File: config.mk
export PLATFORM = sky130hd
export DESIGN_NAME = seq_shifter_flat
export DESIGN_NICKNAME = d
export VERILOG_FILES = /design/src/rtl/seq_shifter_if.sv /design/src/rtl/seq_shifter.sv /design/src/flat_wrapper.sv
export SDC_FILE = /design/constraint.sdc
export NUM_CORES = 1
export LEC_CHECK = 0
export ABC_CLOCK_PERIOD_IN_PS = 1720
export CAP_MARGIN = 10
export CORE_ASPECT_RATIO = 0.9
export CORE_MARGIN = 5
export CORE_UTILIZATION = 41
export DETAILED_ROUTE_END_ITERATION = 8
export PLACE_DENSITY = 0.7
export SYNTH_ARGS = -nofsm -noshare
export SYNTH_HDL_FRONTEND = slang
export SYNTH_SLANG_ARGS = --single-unit
File: constraint.sdc
create_clock -name CLK -period 1.72 [get_ports CLK]
set_input_delay 0.344 -clock CLK [delete_from_list [all_inputs] [get_ports CLK]]
set_output_delay 0.344 -clock CLK [all_outputs]
set_load 0.1 [all_outputs]
File: src/rtl/seq_shifter_if.sv
// Handshake/data bundle between a requester and seq_shifter.
// master drives the request, slave returns status and result.
interface seq_shifter_if #(
  parameter int WIDTH   = 16,
  parameter int SHAMT_W = 4
);
  logic               start;
  logic [WIDTH-1:0]   din;
  logic [SHAMT_W-1:0] shamt;
  logic               dir;
  logic               arith;
  logic               busy;
  logic               done;
  logic [WIDTH-1:0]   dout;
  logic               carry;

  modport master (
    output start, din, shamt, dir, arith,
    input  busy, done, dout, carry
  );

  modport slave (
    input  start, din, shamt, dir, arith,
    output busy, done, dout, carry
  );
endinterface

File: src/rtl/seq_shifter.sv
// Multi-cycle SLL/SRL/SRA unit, one bit per clock with start/busy/done.
// SEQ_SHIFTER_FAST_EN: 4-bit steps while at least 4 bits remain.
module seq_shifter #(
  parameter int WIDTH   = 16,
  parameter int SHAMT_W = 4
) (
  input logic         CLK,
  input logic         Reset,
  seq_shifter_if.slave bus
);

  typedef enum logic [1:0] {
    IDLE,
    SHIFT,
    DONE
  } state_t;

  state_t             state;
  logic [WIDTH-1:0]   sreg;
  logic [SHAMT_W-1:0] cnt;
  logic               dir_q;
  logic               arith_q;
  logic               busy_q;
  logic               done_q;
  logic               carry_q;

  logic               fill;
  logic [WIDTH-1:0]   step1;
  logic               c1;

  assign fill = arith_q & sreg[WIDTH-1];

  always_comb begin
    step1 = sreg;
    c1    = 1'b0;
    if (dir_q) begin
      step1 = {fill, sreg[WIDTH-1:1]};
      c1    = sreg[0];
    end else begin
      step1 = {sreg[WIDTH-2:0], 1'b0};
      c1    = sreg[WIDTH-1];
    end
  end

`ifdef SEQ_SHIFTER_FAST_EN
  logic [WIDTH-1:0] step4;
  logic [WIDTH-1:0] part3;
  logic             c4;
  logic             fast;

  assign fast = int'(cnt) >= 4;

  // carry is the last single bit out, i.e. the bit after a 3-bit shift
  always_comb begin
    step4 = sreg;
    part3 = sreg;
    c4    = 1'b0;
    if (dir_q) begin
      part3 = (sreg >> 3) | ({WIDTH{fill}} << (WIDTH - 3));
      step4 = (sreg >> 4) | ({WIDTH{fill}} << (WIDTH - 4));
      c4    = part3[0];
    end else begin
      part3 = sreg << 3;
      step4 = sreg << 4;
      c4    = part3[WIDTH-1];
    end
  end
`endif

  always_ff @(posedge CLK or posedge Reset) begin
    if (Reset) begin
      state   <= IDLE;
      sreg    <= '0;
      cnt     <= '0;
      dir_q   <= 1'b0;
      arith_q <= 1'b0;
      busy_q  <= 1'b0;
      done_q  <= 1'b0;
      carry_q <= 1'b0;
    end else begin
      case (state)
        IDLE, DONE: begin
          if (bus.start) begin
            sreg    <= bus.din;
            cnt     <= bus.shamt;
            dir_q   <= bus.dir;
            arith_q <= bus.arith;
            carry_q <= 1'b0;
            if (bus.shamt == '0) begin
              state  <= DONE;
              busy_q <= 1'b0;
              done_q <= 1'b1;
            end else begin
              state  <= SHIFT;
              busy_q <= 1'b1;
              done_q <= 1'b0;
            end
          end else begin
            state  <= IDLE;
            busy_q <= 1'b0;
            done_q <= 1'b0;
          end
        end
        SHIFT: begin
`ifdef SEQ_SHIFTER_FAST_EN
          if (fast) begin
            sreg    <= step4;
            carry_q <= c4;
            cnt     <= cnt - SHAMT_W'(4);
            if (int'(cnt) == 4) begin
              state  <= DONE;
              busy_q <= 1'b0;
              done_q <= 1'b1;
            end
          end else begin
            sreg    <= step1;
            carry_q <= c1;
            cnt     <= cnt - SHAMT_W'(1);
            if (cnt == SHAMT_W'(1)) begin
              state  <= DONE;
              busy_q <= 1'b0;
              done_q <= 1'b1;
            end
          end
`else
          sreg    <= step1;
          carry_q <= c1;
          cnt     <= cnt - SHAMT_W'(1);
          if (cnt == SHAMT_W'(1)) begin
            state  <= DONE;
            busy_q <= 1'b0;
            done_q <= 1'b1;
          end
`endif
        end
        default: begin
          state  <= IDLE;
          busy_q <= 1'b0;
          done_q <= 1'b0;
        end
      endcase
    end
  end

  assign bus.busy  = busy_q;
  assign bus.done  = done_q;
  assign bus.dout  = sreg;
  assign bus.carry = carry_q;

endmodule
File: src/flat_wrapper.sv
// flat-port wrapper written by rule: the top's interface ports become plain ports
module seq_shifter_flat 
#(
  parameter int WIDTH   = 16,
  parameter int SHAMT_W = 4
)
  (CLK, Reset, bus_start, bus_din, bus_shamt, bus_dir, bus_arith, bus_busy, bus_done, bus_dout, bus_carry);
  seq_shifter_if #(.WIDTH(WIDTH), .SHAMT_W(SHAMT_W)) bus_i ();
  input logic CLK;
  input logic Reset;
  input wire logic [$bits(bus_i.start)-1:0] bus_start;
  input wire logic [$bits(bus_i.din)-1:0] bus_din;
  input wire logic [$bits(bus_i.shamt)-1:0] bus_shamt;
  input wire logic [$bits(bus_i.dir)-1:0] bus_dir;
  input wire logic [$bits(bus_i.arith)-1:0] bus_arith;
  output wire logic [$bits(bus_i.busy)-1:0] bus_busy;
  output wire logic [$bits(bus_i.done)-1:0] bus_done;
  output wire logic [$bits(bus_i.dout)-1:0] bus_dout;
  output wire logic [$bits(bus_i.carry)-1:0] bus_carry;
  assign bus_i.start = bus_start;
  assign bus_i.din = bus_din;
  assign bus_i.shamt = bus_shamt;
  assign bus_i.dir = bus_dir;
  assign bus_i.arith = bus_arith;
  assign bus_busy = bus_i.busy;
  assign bus_done = bus_i.done;
  assign bus_dout = bus_i.dout;
  assign bus_carry = bus_i.carry;
  seq_shifter #(.WIDTH(WIDTH), .SHAMT_W(SHAMT_W)) u_core (.CLK(CLK), .Reset(Reset), .bus(bus_i));
endmodule
==> out/qor.txt <==
latest clock arrival within the worst-skew pair: 0.27 ns
clock sinks: 26
CP Class: reg2reg
Post-Syn Area: 1380 sq um
worst path arrival time: 1.59 ns
Synth Register Bits: 26
slew at the pin with the worst max-slew slack: 0.376 ns
hold_buf cts: 0
post-CTS resize count: 0
HPWL after DPL: 2610 um
largest net degree at the start of global routing: 33
core box area: 3300 sq um
Fin Setup TNS: 0 ns
area delta synth->final: 53.4%
critical path fanouts, max: 32
final hold vios: 0
Final Cycle Share: 84.3%
Post-DRT Antenna Nets: 0
max cap viols: 0
H-tree Lvls: 1
Starting DRT DRC Count: 106
worst endpoint required time: 1.86 ns
n_diodes: 0
die width: 71.2 um
I/O pins: 44
vias per cell: 5.37
1st-pass router iterations: 4
layout cells sized above 1: 17.4%
Vias: 1284
TritonCTS clock tree: done
Tmin final: 1.45 ns
nets: 223
CTS max path bufs: 2
Slew Viols, Final: 0
Synth warnings: 0
Unique masters post-synth: 28
DRC violations left: 0
fmax: 690 MHz
Synth area leaders: dfrtp_1 47%, nand2_1 11%, a211oi_1 7.6%, a31oi_1 6.8%, nor2b_1 6.3%
met2 routed WL: 1700 um
post-synthesis sequential area ratio: 47.1%
DIE AREA: 4630 sq um
fill cell count: 277
GRT Util Overall: 15.8%
global placement routability congestion: 0.742
post-synthesis net count: 180
# setup viols final: 0
Post-synth EDFFs: 0
Post-CTS Setup Inserts: 0
final setup skew: 0.00797 ns
routed wire length per instance: 14.8 um
Die Y: 65.0 um
vias in the first global route: 1315
M1 WL: 1620 um
Mapped Avg Cell Area: 9.02 sq um
Startpoint Class: register
final wirelength: 3540 um
Starting Density: 41.8%
initial antenna violation count: 0
Inserted Clock Buffers: 3
clock root buffer master: clkbuf_8
Post-synth top cells: 40 x nand2_1, 26 x dfrtp_1, 15 x a31oi_1
Synth area leader: dfrtp_1
CTS clk-pin slew, worst paths: 0.09 ns
Congestion Overflow GR: 0
Cells after Synth: 153
RSZ-0062 raised after global routing: no
relative slew slack: 74.9%
status: finished clean
crit end category: register
fraction of registers with async set/reset: 100%
met3 wire len: 175 um
top-area cell type share of the netlist area: 47.1%
Row Count: 20
global-route wire length before repair: 6030 um
count leader, synth: nand2_1
top routing layer used: met4
worst hold-check path type: in2async
IO buf count: 43
ys flop type: dfrtp_1
==> critical path, cell delays in order, from the launching register on <==
cell	delay [ns]
dfrtp_2	0.44
nand2b_1	0.31
buf_12	0.25
a211oi_1	0.25
a31oi_1	0.07
==> registers in the layout, indices dropped and copies added, names as in the netlist <==
signal,count
u_core.arith_q,1
u_core.bus.carry,1
u_core.state,1
u_core.cnt,4
u_core.bus.dout,16
u_core.bus.done,1
u_core.dir_q,1
u_core.bus.busy,1
==> cells in the final DEF (no fill, tap or decap), types with 3 or more instances in the layout <==
cell	n
clkdlybuf4s50_1	24
nand2_1	40
nor2_1	3
a211oi_1	14
buf_4	6
nor2b_1	14
nand2b_1	3
a221o_1	3
a31oi_1	15
clkbuf_8	4
inv_1	3
dfrtp_1	25
buf_12	20
==> layer usage <==
metal / track usage, % / vias up
li1: - / 624
met4: 6.34 / 0
met3: 3.10 / 4
met5: 0 / -
met1: 20.4 / 624
met2: 25.9 / 32
==> final cells by class <==
class | count | area (sq um) | share of cell area, %
Timing Repair Buffer | 50 | 686 | 32.4
Multi-Input combinational cell | 112 | 658 | 31.1
Sequential cell | 26 | 652 | 30.8
Clock buffer | 4 | 55.1 | 2.60
Tap cell | 44 | 55.1 | 2.60
Inverter | 3 | 11.3 | 0.532
==> worst paths after layout <==
kind                                        startpoint                              to  slack, ns  cells past startpoint
min in group CLK            u_core.arith_q$_DFFE_PP0P_      u_core.arith_q$_DFFE_PP0P_       0.50                      2
min reg2reg                 u_core.arith_q$_DFFE_PP0P_      u_core.arith_q$_DFFE_PP0P_       0.50                      2
max in group asynchronous                        Reset     u_core.bus.done$_DFFE_PP0P_       1.03                      3
max reg2reg                u_core.bus.done$_DFFE_PP0P_  u_core.bus.dout[1]$_DFFE_PP0P_       0.27                      4
min                                              Reset     u_core.state[0]$_DFFE_PP0P_       0.42                      3
max                        u_core.bus.done$_DFFE_PP0P_  u_core.bus.dout[1]$_DFFE_PP0P_       0.27                      4
==> metrics by stage <==
stage                     std cells  area, sq um  setup slack [ns]  hold slack [ns]  utilization, %
after global placement          235         2060            0.0399            0.462            62.4
after CTS                       239         2120             0.291            0.444            64.1
after floorplan                 153         1380             0.145            0.384               -
final                           239         2120             0.271            0.424            64.1
after global routing            239         2120             0.200            0.473            64.1
after detailed placement        235         2060           0.00705            0.474            62.4
==> kinds of logic after synthesis <==
family	share of synthesized area, %
simple gates	23.8
compound gates	20.6
flops	47.1
buf+inv	5.17
mux	1.45
fa+ha+maj	1.81
Power is not shown: default switching activity piles up to over one toggle a cycle in this logic, so the estimate is an artifact.
